## config.mk

```make
export PLATFORM = sky130hd
export DESIGN_NAME = ifetch_ctrl
export DESIGN_NICKNAME = d
export VERILOG_FILES = /design/src/rtl/ifetch_ctrl.sv
export SDC_FILE = /design/constraint.sdc
export NUM_CORES = 1
export LEC_CHECK = 0
export BUFFER_PORTS_ARGS = -buffer_cell sky130_fd_sc_hd__buf_2
export CORE_UTILIZATION = 48
export CTS_CLUSTER_SIZE = 20
export DETAILED_ROUTE_END_ITERATION = 12
export GPL_TIMING_DRIVEN = 0
export PLACE_DENSITY = 0.75
export SYNTH_ARGS = -nofsm -noshare
export SYNTH_HDL_FRONTEND = slang
export SYNTH_SLANG_ARGS = --single-unit
export TNS_END_PERCENT = 50
```

## constraint.sdc

```tcl
create_clock -name clk -period 3.7 [get_ports clk]
set_clock_uncertainty 0.15 [all_clocks]
set_input_delay 0.555 -clock clk [delete_from_list [all_inputs] [get_ports clk]]
set_output_delay 0.555 -clock clk [all_outputs]
set_load 0.05 [all_outputs]
```

## src/rtl/ifetch_ctrl.sv

```systemverilog
`default_nettype none
// ============================================================================
// Module      : ifetch_ctrl
// Description : Instruction fetch controller. It owns the fetch PC, drives
//               the instruction memory, and buffers the returned words in a
//               small prefetch FIFO. Words are handed to decode, tagged with
//               their PCs, over a valid/ready handshake. A branch redirect
//               flushes the FIFO. Optional halt detection is enabled with the
//               IFETCH_HALT_DETECT_EN macro.
// Revision    : 1.0 - initial release
// ============================================================================
module ifetch_ctrl #(
    parameter int                ADDR_W      = 16,
    parameter int                DATA_W      = 16,
    parameter int                FIFO_DEPTH  = 2,
    parameter logic [ADDR_W-1:0] RESET_PC    = '0,
    parameter logic [DATA_W-1:0] HALT_OPCODE = '1
) (
    input  logic              clk,
    input  logic              rst,
    output logic [ADDR_W-1:0] imem_addr,
    output logic              imem_read,
    input  logic [DATA_W-1:0] imem_rdata,
    input  logic              redirect_valid,
    input  logic [ADDR_W-1:0] redirect_pc,
    output logic              instr_valid,
    input  logic              instr_ready,
    output logic [DATA_W-1:0] instr_data,
    output logic [ADDR_W-1:0] instr_pc,
    output logic              halted
);

    localparam int               c_PTR_W = $clog2(FIFO_DEPTH);
    localparam int               c_CNT_W = c_PTR_W + 1;
    localparam logic [c_CNT_W-1:0] c_DEPTH = c_CNT_W'(FIFO_DEPTH);

`ifdef IFETCH_HALT_DETECT_EN
    localparam logic c_HALT_EN = 1'b1;
`else
    localparam logic c_HALT_EN = 1'b0;
`endif

    typedef enum logic [0:0] {
        FETCH = 1'b0,
        HALT  = 1'b1
    } state_t;

    state_t               r_state;
    state_t               w_state_nxt;
    logic                 r_halted;
    logic [ADDR_W-1:0]    r_fetch_pc;
    logic [c_PTR_W-1:0]   r_rd_ptr;
    logic [c_PTR_W-1:0]   r_wr_ptr;
    logic [c_CNT_W-1:0]   r_count;
    logic [c_CNT_W-1:0]   w_count_nxt;
    logic [DATA_W-1:0]    r_fifo_data [FIFO_DEPTH];
    logic [ADDR_W-1:0]    r_fifo_pc   [FIFO_DEPTH];

    logic                 w_pop;
    logic                 w_push;
    logic                 w_halt_hit;

    assign instr_valid = (r_count != '0);
    assign w_pop       = instr_valid & instr_ready;
    // A full FIFO may still fetch when its head leaves in the same cycle.
    assign imem_read   = ~rst & (r_state == FETCH) & ((r_count < c_DEPTH) | w_pop);
    // The word read during a redirect belongs to the old path and is dropped.
    assign w_push      = imem_read & ~redirect_valid;
    assign w_halt_hit  = c_HALT_EN & w_push & (imem_rdata == HALT_OPCODE);

    assign imem_addr   = r_fetch_pc;
    assign instr_data  = instr_valid ? r_fifo_data[r_rd_ptr] : '0;
    assign instr_pc    = instr_valid ? r_fifo_pc[r_rd_ptr]   : '0;
    assign halted      = r_halted;

    // Occupancy after this edge: a redirect flushes, otherwise push/pop net out.
    always_comb begin
        w_count_nxt = r_count;
        if (redirect_valid) begin
            w_count_nxt = '0;
        end else if (w_push && !w_pop) begin
            w_count_nxt = r_count + 1'b1;
        end else if (!w_push && w_pop) begin
            w_count_nxt = r_count - 1'b1;
        end
    end

    // Next state: redirect always resumes fetching; a pushed halt word stops it.
    always_comb begin
        w_state_nxt = r_state;
        if (redirect_valid) begin
            w_state_nxt = FETCH;
        end else if (w_halt_hit) begin
            w_state_nxt = HALT;
        end
    end

    // State register; halted rises once the halt word has drained out of the FIFO.
    always_ff @(posedge clk) begin
        if (rst) begin
            r_state  <= FETCH;
            r_halted <= 1'b0;
        end else begin
            r_state  <= w_state_nxt;
            r_halted <= ~redirect_valid & (w_state_nxt == HALT) & (w_count_nxt == '0);
        end
    end

    // Fetch PC and FIFO pointers.
    always_ff @(posedge clk) begin
        if (rst) begin
            r_fetch_pc <= RESET_PC;
            r_rd_ptr   <= '0;
            r_wr_ptr   <= '0;
            r_count    <= '0;
        end else begin
            r_count <= w_count_nxt;
            if (redirect_valid) begin
                r_fetch_pc <= redirect_pc;
                r_rd_ptr   <= '0;
                r_wr_ptr   <= '0;
            end else begin
                if (w_push) begin
                    r_wr_ptr   <= r_wr_ptr + 1'b1;
                    r_fetch_pc <= r_fetch_pc + 1'b1;
                end
                if (w_pop) begin
                    r_rd_ptr <= r_rd_ptr + 1'b1;
                end
            end
        end
    end

    // FIFO storage; contents are qualified by the count, so no reset is needed.
    always_ff @(posedge clk) begin
        if (w_push) begin
            r_fifo_data[r_wr_ptr] <= imem_rdata;
            r_fifo_pc[r_wr_ptr]   <= r_fetch_pc;
        end
    end

endmodule
`default_nettype wire

```

# After elaboration in Yosys (flattened, before gate mapping)
# Memory sizes are Yosys's and may differ from the RTL's. A register that Yosys moved wholly into a read port is not among the register bits.
# Cells that the tools add are included.
# totals
n_memories,2
regBits,22
out_inout_bits,51
wordCells,46
ram_bits,64
# mem_list
name,words,width,read_ports,rd_clocked_by_memory_dff,write_ports,line,source
r_fifo_data,2,16,1,1,1,56,logic [DATA_W-1:0] r_fifo_data [FIFO_DEPTH];
r_fifo_pc,2,16,1,1,1,57,logic [ADDR_W-1:0] r_fifo_pc [FIFO_DEPTH];
# classes
addsub,5
order_cmp,1
bitwise_logic,10
mux,14
n_reduce_logical,8
# ops
operator,n
$mux 16,4
$add 16x1->16 const B,1
$mux 1,7
$and 1x1->1,6
$mux 2,3
$reduce_bool 2->1,2
$not 1->1,3
$add 1x1->1 const B,2
$add 2x1->2 const B,1
$logic_and 1x1->1,2
$logic_not 1->1,2
$logic_not 2->1,1
$lt 2x2->1 const B,1
$reduce_or 2->1,1
$sub 2x1->2 const B,1
$or 1x1->1,1

# Logic depth before layout (Yosys ltp)
# logic_depth
word_depth,12
mapped_depth,9
ltp_nobuf,6

# Worst setup path before layout
# Ideal clock, no wire load.
# synth_timing
path_type,register to register
start,register r_count[1]
end,memory r_fifo_data[0][0] (enable)
period_less_slack_ns,3.731
arrival_ns,3.160
path_stages_with_launch,10
setup_slack_ns,-0.031
n_path_buf,3
cell_sequence,dfxtp_1 clkbuf_1 inv_1 ha_1 buf_6 nand2b_4 buf_2 a21oi_1 nand2_1 nor2_1
# synth_between
elab_chain_cells,7
word_cells_on_any_way,8
classes_between,1 x order compare; 2 x mux; 4 x bitwise; 1 x reduce/logical
# synth_rtl
element,line,source
"start, declared",54,logic [c_CNT_W-1:0] r_count;
"start signal, assigned",117,r_count <= w_count_nxt;
$reduce_bool 2->1,63,assign instr_valid = (r_count != '0);
$and 1x1->1,64,assign w_pop = instr_valid & instr_ready;
$or 1x1->1 *,66,assign imem_read = ~rst & (r_state == FETCH) & ((r_count < c_DEPTH) | w_pop);
$and 1x1->1 *,66,
$and 1x1->1 *,68,assign w_push = imem_read & ~redirect_valid;
$mux 1 *,136,if (w_push) begin
$mux 1 (implied by the code) *,137,r_fifo_data[r_wr_ptr] <= imem_rdata;
"end, declared",56,
# Mark *: on every way between the ends. The rest lies on a longest branch, timed or not.

# Worst setup path after layout
# layout_timing
start,register r_count[1]
end,memory r_fifo_pc[1][4] (enable)
# layout_between
elab_chain_cells,7
word_cells_on_any_way,8
classes_between,1 x order compare; 2 x mux; 4 x bitwise; 1 x reduce/logical
# layout_rtl
element,line,source
$reduce_bool 2->1,63,
$and 1x1->1,64,
$or 1x1->1 *,66,
$and 1x1->1 *,66,
$and 1x1->1 *,68,
$mux 1 *,136,
$mux 1 (implied by the code) *,138,r_fifo_pc[r_wr_ptr] <= r_fetch_pc;
"end, declared",57,
# Marked as above.

==> results.md <==
* Outcome: complete, no violations
* Syn Std Cell Area at 3680 µm²
* Vias per inst at 5.41
* Worst reg2reg path depth at 8
* Syn nets at 328
* Syn Inst Count at 290
* Root Buffer: clkbuf_8
* Initial DRT Pass Iterations at 5
* Drt first-iter violations at 193
* Final nets at 426
* Sequential share of the synthesized area at 0.647
* PortBufs at 86
* Placement row count at 31
* Yosys cell types at 41
* Setup CP Type: reg -> reg
* Fmax at 290 MHz
* PwrDens at 485 nW/µm²
* Hold path cells at 1
* HPWL Detailed at 5390 µm
* First-pass GRT wire length at 12200 µm
* Slew margin rel. at 0.458
* Worst Setup Slack, final at 0.247 ns
* Vias in the first global route at 2453
* Core Box Area at 7330 µm²
* Synth warn at 0
* CP arrival at 3.29 ns
* Slowest stage delay, CP at 0.82 ns
* Gpl congestion at 0.861
* Max-slew violations at 0
* Post-CTS Setup Inserts at 0
* Clock-pin slew on the worst setup and hold paths at 0.09 ns
* Core Util, Final at 0.608
* Overflow after GRT at 0
* Post-DRT Antenna Nets at 0
* Max H-tree Level at 3
* Die area at 8020 µm²
* WP data required at 3.53 ns
* CP top delay family: simple AND/OR/NAND/NOR gates
* Post-CTS sizing at 0
* Largest net degree at the start of global routing at 33
* Worst-Margin Slew at 0.813 ns
* Register bit total from synthesis at 87
* Share of cells above drive strength 1 at 0.277
* Cell leakage power at 0.00167 µW
* CTS tree: done
* Power Total at 2160 µW
* Initial core utilization at 0.502
* Mapped Avg Cell Area at 12.7 µm²
* Drt wl/cell at 16.0 µm
* Place WS at 0.282 ns
* Critical Path Sink Type: register
* Final Cycle Share at 0.933
* Tmin final at 3.45 ns
* # hold bufs at CTS at 0
* Die X at 89.6 µm
* Hold WC Path Type: in -> reg
* WP buf/inv at 4
* Instance count on the critical path at 8
* Gr usage total at 0.211
* Hold Violations, Final at 0
* CTS sink cnt at 87
* Max Cap Violations at 0
* Ports at 87
* # DRC at 0
* Worst IR Drop VDD at 223 µV
* ANT cells at 0
* Crit-path max FO at 32
* Worst setup SP type: register
* Critical-path top delay cell: and3_2
* Clock Latency Late Sink at 0.35 ns
* Crit-path cells: clkbuf_1 > inv_1 > ha_1 > buf_6 > nand2b_4 > buf_2 > a21oi_1 > and3_2
* Antenna violations before repair at 0
* WL final at 7860 µm
* Vert. Die Dim at 89.6 µm
* Unrepaired setup endpoints after global routing: no
* Fin Hold WS at 0.233 ns
* Routed via count at 2663
* Worst-case clock buffer depth at 2
* Finish-stage setup viols at 0
* Area added between synthesis and finish at 21.2%
* Num CTS Buffers at 9
[cell type report]
cell class	instances	area, µm²
well taps	99	124
multi-input cells	181	1220
repair buffers	87	450
flip-flops and latches	87	2380
inverters	7	26.3
plain buffers	15	65.1
clock buffers	10	128
fillers	588	2870
clock inverters	6	68.8
[cell families after synthesis]
group	count (synthesis)	share of synthesized area
fa+ha+maj	2	0.00680
compound gates	35	0.0710
mux	37	0.101
simple gates	96	0.123
xor+xnor	11	0.0262
buf+inv	22	0.0248
flops	87	0.647
[metal layers]
layer,part of all wire,vias to the layer above,routed length [µm],track usage
li1,-,1277,-,-
met1,0.43,1275,3360,0.280
met2,0.49,98,3880,0.326
met3,0.053,13,418,0.0402
met4,0.026,0,208,0.120
met5,0,-,0,0
[synthesized netlist by cell type (all sizes together)]
cell     number  share of area
edfxtp       64           0.52
nor2         47          0.048
mux2i        36          0.098
dfxtp        23           0.13
nand2        11          0.011
xnor2        11          0.026
a211oi       10          0.020
clkbuf       10          0.010
nor3          9          0.012
a2111oi       7          0.017
inv           6         0.0061
and3          5         0.0085
buf           5         0.0075
a21oi         4         0.0054
nand3         4         0.0054
nand4         4         0.0068
or3           4         0.0068
nand2b        3         0.0071
o21ai         3         0.0041
a211o         2         0.0048
a311oi        2         0.0048
ha            2         0.0068
nor2b         2         0.0034
o211ai        2         0.0041
a31oi         1         0.0017
a32oi         1         0.0024
and2          1         0.0017
clkinv        1         0.0010
mux2          1         0.0031
nand3b        1         0.0020
nor3b         1         0.0020
nor4          1         0.0017
nor4b         1         0.0024
o221ai        1         0.0024
o31a          1         0.0024
o31ai         1         0.0020
or2           1         0.0017
or4           1         0.0020
[cells in the final DEF, fill, tap and decap left out, drive strengths merged, types with 2 or more instances in the layout]
cell / instances
or3: 4
nand2: 11
mux2i: 36
o211ai: 2
a311oi: 2
dfxtp: 23
clkinv: 4
buf: 92
ha: 2
clkbuf: 20
nand3: 4
nor3: 9
a2111oi: 7
a21oi: 4
edfxtp: 64
xnor2: 11
inv: 7
a211oi: 10
o21ai: 3
a211o: 2
and3: 5
nand4: 4
nor2: 47
nand2b: 3
nor2b: 2
[registers in the layout, indices dropped and copies added, names as in the netlist, named ones only]
name	flops
r_rd_ptr	1
imem_addr	16
r_fifo_pc	32
r_wr_ptr	1
r_state	1
r_fifo_data	32
r_count	2
halted	1
[final timing paths]
kind,start,to,slack [ns]
max,r_count[1],r_fifo_pc[1][4],0.25
min,imem_rdata[6],r_fifo_data[1][6],0.23
max reg2reg,r_count[1],r_fifo_pc[1][4],0.25
min reg2reg,imem_addr[8],r_fifo_pc[0][8],0.38
[through the flow]
step	setup TNS, ns	cells	cell area [µm²]
after global placement	-17.36	475	4240
after CTS	0	492	4460
final	0	492	4460
after floorplan	0	290	3680
after detailed placement	0	476	4260
after global routing	0	492	4460
[where the power goes]
part	internal, µW	switching (µW)	total [µW]
sequential	1090	31.8	1120
combinational	103	283	386
clock	316	337	653
total	1510	652	2160
No activity file was read; power rests on OpenSTA's default activity.
